File: src/rtl/clap_command_fsm_if.sv
// Clap-controller handshake bundle: detector strobe and enable in, command/toggle/status out.
// Latency: none (wires only).
// Backpressure: none; the command strobe is fire-and-forget and the sink must sample it every cycle.
interface clap_command_fsm_if #(
   parameter int MAX_CLAPS = 3
);
   logic                 clap_pulse_i;
   logic                 enable_i;
   logic                 cmd_valid_o;
   logic [1:0]           cmd_count_o;
   logic [MAX_CLAPS-1:0] toggle_o;
   logic                 busy_o;
   logic [1:0]           state_o;

   // Upstream side: the clap detector and enable source, which also observe the results
   modport master (
      output clap_pulse_i,
      output enable_i,
      input  cmd_valid_o,
      input  cmd_count_o,
      input  toggle_o,
      input  busy_o,
      input  state_o
   );

   // Controller side
   modport slave (
      input  clap_pulse_i,
      input  enable_i,
      output cmd_valid_o,
      output cmd_count_o,
      output toggle_o,
      output busy_o,
      output state_o
   );
endinterface

File: src/rtl/clap_command_fsm.sv
// Groups clap pulses into sequences of 1..MAX_CLAPS claps and emits one counted command per sequence, then locks out echoes.
// Latency: the command strobe follows the edge that samples the last clap by GAP_MAX cycles, or by zero cycles when that clap reaches MAX_CLAPS.
// Backpressure: none; claps that arrive during the command cycle or the lockout are dropped.
module clap_command_fsm #(
   parameter int GAP_MAX   = 50_000_000,
   parameter int LOCKOUT   = 20_000_000,
   parameter int MAX_CLAPS = 3
) (
   input  logic                 M_CLK,
   input  logic                 rst_n_i,
   clap_command_fsm_if.slave    bus
);

   // The gap window and the lockout never run at the same time, so they share one timer
   localparam int TIMER_MAX = (GAP_MAX > LOCKOUT) ? GAP_MAX : LOCKOUT;
   localparam int TW        = $clog2(TIMER_MAX + 1);

   localparam logic [TW-1:0] GAP_LAST   = TW'(GAP_MAX - 1);
   localparam logic [TW-1:0] LOCK_LAST  = TW'((LOCKOUT > 0) ? (LOCKOUT - 1) : 0);
   localparam logic [TW-1:0] TIMER_SAT  = {TW{1'b1}};
   localparam logic [1:0]    MAX_CNT    = 2'(MAX_CLAPS);
   localparam bit            HAS_LOCK   = (LOCKOUT > 0);

   localparam logic [1:0] S_IDLE    = 2'd0;
   localparam logic [1:0] S_COLLECT = 2'd1;
   localparam logic [1:0] S_EMIT    = 2'd2;
   localparam logic [1:0] S_LOCKOUT = 2'd3;

   logic [1:0]           state_q, state_d;
   logic [1:0]           count_q, count_d;
   logic [TW-1:0]        timer_q, timer_d;
   logic [TW-1:0]        timer_inc;
   logic                 fire;
   logic [MAX_CLAPS-1:0] flip_mask;

   logic                 cmd_valid_q;
   logic [1:0]           cmd_count_q;
   logic [MAX_CLAPS-1:0] toggle_q;

   // Saturating increment so a long idle stretch can never wrap the timer back into range
   assign timer_inc = (timer_q == TIMER_SAT) ? timer_q : timer_q + 1'b1;

   // Next-state logic; a clap always outranks the gap timeout on the same edge
   always_comb begin
      state_d = state_q;
      count_d = count_q;
      timer_d = timer_q;
      fire    = 1'b0;
      case (state_q)
         S_IDLE: begin
            if (bus.clap_pulse_i && bus.enable_i) begin
               count_d = 2'd1;
               timer_d = '0;
               if (MAX_CNT == 2'd1) begin
                  state_d = S_EMIT;
                  fire    = 1'b1;
               end else begin
                  state_d = S_COLLECT;
               end
            end
         end
         S_COLLECT: begin
            if (!bus.enable_i) begin
               // Abort: the partial sequence is thrown away without a command
               state_d = S_IDLE;
               count_d = 2'd0;
               timer_d = '0;
            end else if (bus.clap_pulse_i) begin
               count_d = count_q + 2'd1;
               timer_d = '0;
               if (count_d == MAX_CNT) begin
                  state_d = S_EMIT;
                  fire    = 1'b1;
               end
            end else if (timer_q == GAP_LAST) begin
               state_d = S_EMIT;
               fire    = 1'b1;
            end else begin
               timer_d = timer_inc;
            end
         end
         S_EMIT: begin
            // The command left on entry; this cycle only clears the sequence
            count_d = 2'd0;
            timer_d = '0;
            state_d = HAS_LOCK ? S_LOCKOUT : S_IDLE;
         end
         S_LOCKOUT: begin
            if (timer_q == LOCK_LAST) begin
               state_d = S_IDLE;
               timer_d = '0;
            end else begin
               timer_d = timer_inc;
            end
         end
         default: begin
            state_d = S_IDLE;
            count_d = 2'd0;
            timer_d = '0;
         end
      endcase
   end

   // One-hot mask of the toggle bit owned by the count being emitted
   always_comb begin
      flip_mask = '0;
      for (int i = 0; i < MAX_CLAPS; i++) begin
         flip_mask[i] = fire && (count_d == 2'(i + 1));
      end
   end

   // Sequence state registers
   always_ff @(posedge M_CLK or negedge rst_n_i) begin
      if (!rst_n_i) begin
         state_q <= S_IDLE;
         count_q <= 2'd0;
         timer_q <= '0;
      end else begin
         state_q <= state_d;
         count_q <= count_d;
         timer_q <= timer_d;
      end
   end

   // Command outputs are registered on the edge that enters EMIT; the count holds between commands
   always_ff @(posedge M_CLK or negedge rst_n_i) begin
      if (!rst_n_i) begin
         cmd_valid_q <= 1'b0;
         cmd_count_q <= 2'd0;
         toggle_q    <= '0;
      end else begin
         cmd_valid_q <= fire;
         if (fire) begin
            cmd_count_q <= count_d;
         end
         toggle_q <= toggle_q ^ flip_mask;
      end
   end

   assign bus.cmd_valid_o = cmd_valid_q;
   assign bus.cmd_count_o = cmd_count_q;
   assign bus.toggle_o    = toggle_q;
   assign bus.busy_o      = (state_q != S_IDLE);
   assign bus.state_o     = state_q;

endmodule

File: src/flat_wrapper.sv
// flat-port wrapper written by rule: the top's interface ports become plain ports
module clap_command_fsm_flat 
#(
   parameter int GAP_MAX   = 50_000_000,
   parameter int LOCKOUT   = 20_000_000,
   parameter int MAX_CLAPS = 3
)
  (M_CLK, rst_n_i, bus_clap_pulse_i, bus_enable_i, bus_cmd_valid_o, bus_cmd_count_o, bus_toggle_o, bus_busy_o, bus_state_o);
  clap_command_fsm_if #(.MAX_CLAPS(MAX_CLAPS)) bus_i ();
  input  logic M_CLK;
  input  logic rst_n_i;
  input wire logic [$bits(bus_i.clap_pulse_i)-1:0] bus_clap_pulse_i;
  input wire logic [$bits(bus_i.enable_i)-1:0] bus_enable_i;
  output wire logic [$bits(bus_i.cmd_valid_o)-1:0] bus_cmd_valid_o;
  output wire logic [$bits(bus_i.cmd_count_o)-1:0] bus_cmd_count_o;
  output wire logic [$bits(bus_i.toggle_o)-1:0] bus_toggle_o;
  output wire logic [$bits(bus_i.busy_o)-1:0] bus_busy_o;
  output wire logic [$bits(bus_i.state_o)-1:0] bus_state_o;
  assign bus_i.clap_pulse_i = bus_clap_pulse_i;
  assign bus_i.enable_i = bus_enable_i;
  assign bus_cmd_valid_o = bus_i.cmd_valid_o;
  assign bus_cmd_count_o = bus_i.cmd_count_o;
  assign bus_toggle_o = bus_i.toggle_o;
  assign bus_busy_o = bus_i.busy_o;
  assign bus_state_o = bus_i.state_o;
  clap_command_fsm #(.GAP_MAX(GAP_MAX), .LOCKOUT(LOCKOUT), .MAX_CLAPS(MAX_CLAPS)) u_core (.M_CLK(M_CLK), .rst_n_i(rst_n_i), .bus(bus_i));
endmodule
File: config.mk
export PLATFORM = sky130hd
export DESIGN_NAME = clap_command_fsm_flat
export DESIGN_NICKNAME = d
export VERILOG_FILES = /design/src/rtl/clap_command_fsm_if.sv /design/src/rtl/clap_command_fsm.sv /design/src/flat_wrapper.sv
export SDC_FILE = /design/constraint.sdc
export NUM_CORES = 1
export LEC_CHECK = 0
export ABC_AREA = 0
export CAP_MARGIN = 10
export CORE_MARGIN = 2
export CORE_UTILIZATION = 40
export CTS_CLUSTER_DIAMETER = 120
export CTS_CLUSTER_SIZE = 30
export DETAILED_ROUTE_END_ITERATION = 6
export SKIP_LAST_GASP = 1
export SLEW_MARGIN = 5
export SYNTH_ARGS = -nofsm -noshare
export SYNTH_HDL_FRONTEND = slang
export SYNTH_SLANG_ARGS = --single-unit
export TNS_END_PERCENT = 5
File: constraint.sdc
create_clock -name M_CLK -period 4.7 [get_ports M_CLK]
set_input_delay 1.41 -clock M_CLK [delete_from_list [all_inputs] [get_ports M_CLK]]
set_output_delay 1.41 -clock M_CLK [all_outputs]
set_load 0.005 [all_outputs]
; ---- After elaboration in Yosys (flattened, before gate mapping)
; Index checks and enable logic that the tools add are counted.
[classes]
n_addsub = 2
n_eq_ne = 15
muxes = 23
n_bitwise = 1
n_reduce_logical = 8
[op_table]
columns = op, count
row1 = 2-to-1 mux 26 bit, 6
row2 = case mux 26 bit (4 select lines), 1
row3 = == test 26 bit (second input constant), 2
row4 = adder 26 x 1 -> 26 bit (second input constant), 1
row5 = == test 26 x 25 -> 1 bit (second input constant), 1
row6 = 2-to-1 mux 2 bit, 9
row7 = == test 2 bit (second input constant), 5
row8 = != test 4 x 3 -> 1 bit (second input constant), 2
row9 = case mux 2 bit (4 select lines), 1
row10 = case mux 2 bit (3 select lines), 1
row11 = 2-to-1 mux 1 bit, 5
row12 = == test 2 x 1 -> 1 bit (second input constant), 2
row13 = logical AND 1 bit, 4
row14 = != test 2 x 1 -> 1 bit (second input constant), 2
row15 = != test 4 bit (second input constant), 1
row16 = AND reduction 4 bit, 1
row17 = XOR 3 bit, 1
row18 = adder 2 x 1 -> 2 bit (second input constant), 1
row19 = zero test 2 bit, 1
row20 = AND reduction 2 bit, 1
row21 = nonzero test 2 bit, 1
[totals]
regBits = 36
output_inout_bits = 9
elab_cells = 55

; ---- Longest topological paths before layout
[depth]
word_depth = 8
mapped_depth = 8
mapped_depth_nobuf = 7

; ---- Worst setup path after synthesis
; OpenSTA, ideal clock, no wires.
[synth_timing]
kind = input port to flip-flop
startpoint = input bus_clap_pulse_i
endpoint = register u_core.timer_q[0]
setup_time_ns = 0.077
arrival_ns = 2.745
required_time_ns = 4.623
setup_slack_ns = 1.877
path_stages = 7
n_path_buf = 3
path_cell_list = buf_2 -> a211oi_1 -> o21bai_2 -> buf_2 -> buf_2 -> o21ai_0 -> a21oi_1
[synth_via]
elab_chain_len = 3
[synth_lines]
columns = element, line
row1 = start: declaration, flat_wrapper.sv:12  ; input wire logic [$bits(bus_i.clap_pulse_i)-1:0] bus_clap_pulse_i;
row2 = 2-to-1 mux 26 bit / logical AND 1 bit (equally long branches), "clap_command_fsm.sv:68, clap_command_fsm.sv:51"
row3 = 2-to-1 mux 26 bit / != test 2 x 1 -> 1 bit (equally long branches), --
row4 = case mux 26 bit (4 select lines) / AND reduction 2 bit (equally long branches), --
row5 = end signal: assignment, clap_command_fsm.sv:121  ; timer_q <= timer_d;
row6 = end: declaration, clap_command_fsm.sv:31  ; logic [TW-1:0] timer_q, timer_d;
; Several ways; a longest one is shown, not always the timed one.
; A chain may end at the register's enable or synchronous reset.

; ---- Final worst setup path
[layout_timing]
startpoint = input bus_clap_pulse_i
endpoint = register u_core.timer_q[11]
; Same word-level chain as after synthesis.

==> results.txt <==
The flow ran to the end, and the final reports show no timing, DRC or antenna violations. Max-cap violations in this run came to 0. Clock-pin slew was measured on the worst setup and hold paths at 0.07 ns. During synthesis, Yosys emitted a total of 0 warnings. Number of buffers inserted to repair setup after CTS: 0.

Part of the power in registers: 41.3%. The number of nets in the layout came out at 247. For this run, the top clock speed supported by timing is 0.2976 GHz.

In the routed design, unresolved DRC markers number 0. The library cell used most frequently in the layout, excluding fill and tap cells, is dfrtp_1. In the final layout, the multi-input gates occupy 1241 sq um. The tree built by TritonCTS fans out to 36 sinks.

Count of routing violations after the opening detailed-route iteration: 197. For the routability congestion estimate, the log shows 0.8762. Across the routed clock network, the largest skew measured is 0.008951 ns. STA classifies the critical path endpoint as a register. After global routing the overflow that remains totals 0. After synthesis, the mean cell area works out to 9.545 sq um.

The dominant register cell in the synthesized netlist is dfrtp_1. The floorplan step defined a core boundary enclosing 5473 sq um. The static leakage power was 0.9217 nW.

The netlist area before placement was 2262 sq um. The pre-CTS worst setup slack is 1.088 ns. The worst min-delay path class is register to register. The number of vias per cell was 6.061. The count of nets left with antenna violations after detail routing is 0. In this run switching power makes up 37.96% of total power. In this run the worst path has a maximum fanout of 33. In this run the power density over the cells is 383.2 nW/um^2.

The library cells used most frequently in the layout, excluding fill and tap cells, are 36 x dfrtp_1, 22 x a21oi_1, 15 x or4_1. In this run the number of H-tree levels came out at 2. For the maximum ir drop on the vdd rail, the log shows 0.0001711 V.

The run gives 27 as the placement row count. The clock tree root buffer cell was clkbuf_8. The area added between synthesis and finish came out at 9.513%. Pin placement for this block handled 13 I/O pins. The worst path meets setup with 1.340 ns of slack.

The share of cells above drive strength 1 works out to 10.74%. The slew of the pin with the lowest slew margin works out to 1.203 ns. For the worst flop-to-flop path, the logic depth is 5. The initial utilization of the core area, before any placement, comes to 41.34%. The worst register-to-register path begins at u_core.timer_q[10]$_DFFE_PN0P_.

Registers take 900.9 sq um. The tools report the via total after detailed routing as 1,903. For this design, the CTS-stage hold fixing added 0 buffers.

The worst setup path is of the primary input to register kind. For the worst-skew pair, the clock arrives at the later sink with an insertion delay of 0.29 ns. Sequential cells were found to cover 39.82% of the synthesized design area. The share of flip-flops with an asynchronous set or reset was 100.0%; the first-pass GRT wire length was 8.901 mm.

The logs give 4 for the first-pass iteration count of the detailed router and 243 for the synthesized netlist net count. Register bit total from synthesis: 36. In this run the power spent charging and discharging nets is 0.0003603 W.

The die covers 6273 sq um. The post-layout instance count excluding filler cells is 314, and the post-route core utilization is 45.27%. The tools report the pin count of the biggest net entering global routing as 37.

The routed design could run at a clock period as short as 3.360 ns. In this run the vertical extent of the chip is 79.20 um. Counting flops with a built-in enable in the synthesized netlist gives 0. The number of buffers inserted by port buffering is 12. The routed length per instance was 16.65 um; the required time reported for the critical path endpoint was 4.91 ns.

The run gives 0.4717 ns as the minimum hold slack. Global routing used 18.12% of the available tracks. Setup repair after global routing left no endpoint under its margin.

The run gives 524 as the count of filler cells inserted in the layout. In this run the deepest clock path goes through 2 buffers. Start point of the worst min-delay path: u_core.bus.toggle_o[1]$_DFF_PN0_. The number of antenna violations at the first check in global routing was 0. The synthesized netlist contains 52 unique library cells. The final number of hold-violating endpoints was 0; the portion of the clock cycle consumed by the worst path in the final layout was 71.49%.

TritonCTS built the clock tree. Headroom to the max-slew limit came out at 19.74%. 0 antenna diodes ended up in the layout. In this run, placement finished with an instance count of 306. Clock tree synthesis inserted a total of 5 buffers.

The number of global-route vias before repair is 1,777. The tools report the total negative slack as 0 ns. The cell count after synthesis came out at 237. The max-slew violation count is 0, and the floorplan die width is 79.20 um. In this run, the clock network consumes 24.0% of the power. The sum of routed wire length over all layers was 5.229 mm. The tools report the origin of the worst setup path as bus_clap_pulse_i. Cell internal power was estimated by the tool at 0.0005890 W. The cell depth of the worst min-delay path works out to 1. Setup violations remaining at the end of the flow were counted as 0.

The run gives 0 as the post-cts sizing count. Data arrives at the worst endpoint at 3.57 ns. The tools report the HPWL after detailed placement as 3.586 mm. STA classifies the critical path startpoint as a primary input.

Of the total power, combinational logic draws 34.7%.
registers in the layout, summed over array words and instances, names as in the netlist, named ones only:
signal / count
u_core.bus.state_o: 1
u_core.bus.cmd_count_o: 2
u_core.count_q: 2
u_core.timer_q: 26
u_core.bus.cmd_valid_o: 1
u_core.bus.toggle_o: 3
worst paths after layout:
check                                                   end  slack [ns]
min reg2reg                u_core.bus.toggle_o[1]$_DFF_PN0_        0.47
min in group asynchronous     u_core.timer_q[0]$_DFFE_PN0P_        1.21
max in group asynchronous    u_core.timer_q[20]$_DFFE_PN0P_        2.95
max                          u_core.timer_q[11]$_DFFE_PN0P_        1.34
max reg2reg                  u_core.timer_q[12]$_DFFE_PN0P_        2.05
min                        u_core.bus.toggle_o[1]$_DFF_PN0_        0.47
power groups by stage:
stage	Combinational, W	Clock [W]	Sequential [W]
finish	0.000330	0.000228	0.000392
global route	0.000369	0.000252	0.000403
CTS	0.000331	0.000239	0.000391
detailed placement	0.000330	0	0.000397
global placement	0.000326	0	0.000399
floorplan	0.000242	0	0.000384
cells by family after synthesis:
logic type	count (synthesis)	share of synthesized area, %
compound gates	63	18.47
mux	6	2.710
xor+xnor	5	1.936
buf+inv	24	5.310
simple gates	101	30.64
fa+ha+maj	2	1.106
flops	36	39.82
through the flow:
stage	total power (W)	cell area, sq um
after floorplan	0.0006262	2262
after global placement	0.0007248	2385
after detailed placement	0.0007269	2385
after CTS	0.0009618	2477
after global routing	0.001024	2477
final	0.0009493	2477
area by class of cell:
cell class / count / area share [%]
inverter: 8 / 1.212
clock buffer: 6 / 3.333
timing repair buffer: 13 / 4.950
clock inverter: 2 / 0.4040
multi-input combinational: 177 / 50.10
sequential: 36 / 36.36
tap: 72 / 3.636
synthesized netlist by cell type (4+ instances only):
library cell	number	share of area, %
a21oi_1	22	4.9
o21bai_1	4	1.3
dfrtp_1	36	40
nand2_1	13	2.2
or4_1	15	5.0
and4_1	7	2.7
nor4_1	4	1.1
nor2_1	5	0.83
mux2i_1	5	2.2
o31ai_1	14	4.6
nand3_1	14	3.1
nor3_2	4	1.8
inv_1	8	1.3
and3_1	4	1.1
nand4_1	10	2.8
or3_1	6	1.7
o21ai_0	8	1.8
buf_2	9	2.0
xor2_1	4	1.5
critical path: stages:
cell and delay, ns:
clkdlybuf4s50_1 0.64, a211oi_1 0.20, o21bai_2 0.52, or4_1 0.63, a21oi_1 0.16
metal layers:
metal / part of all wire (%) / GRT usage [%]
met1: 50 / 26.68
met2: 45 / 27.12
met3: 4.1 / 3.068
met4: 1.4 / 5.690
met5: 0 / 0
Note: power is estimated with default switching activity, not from simulation.
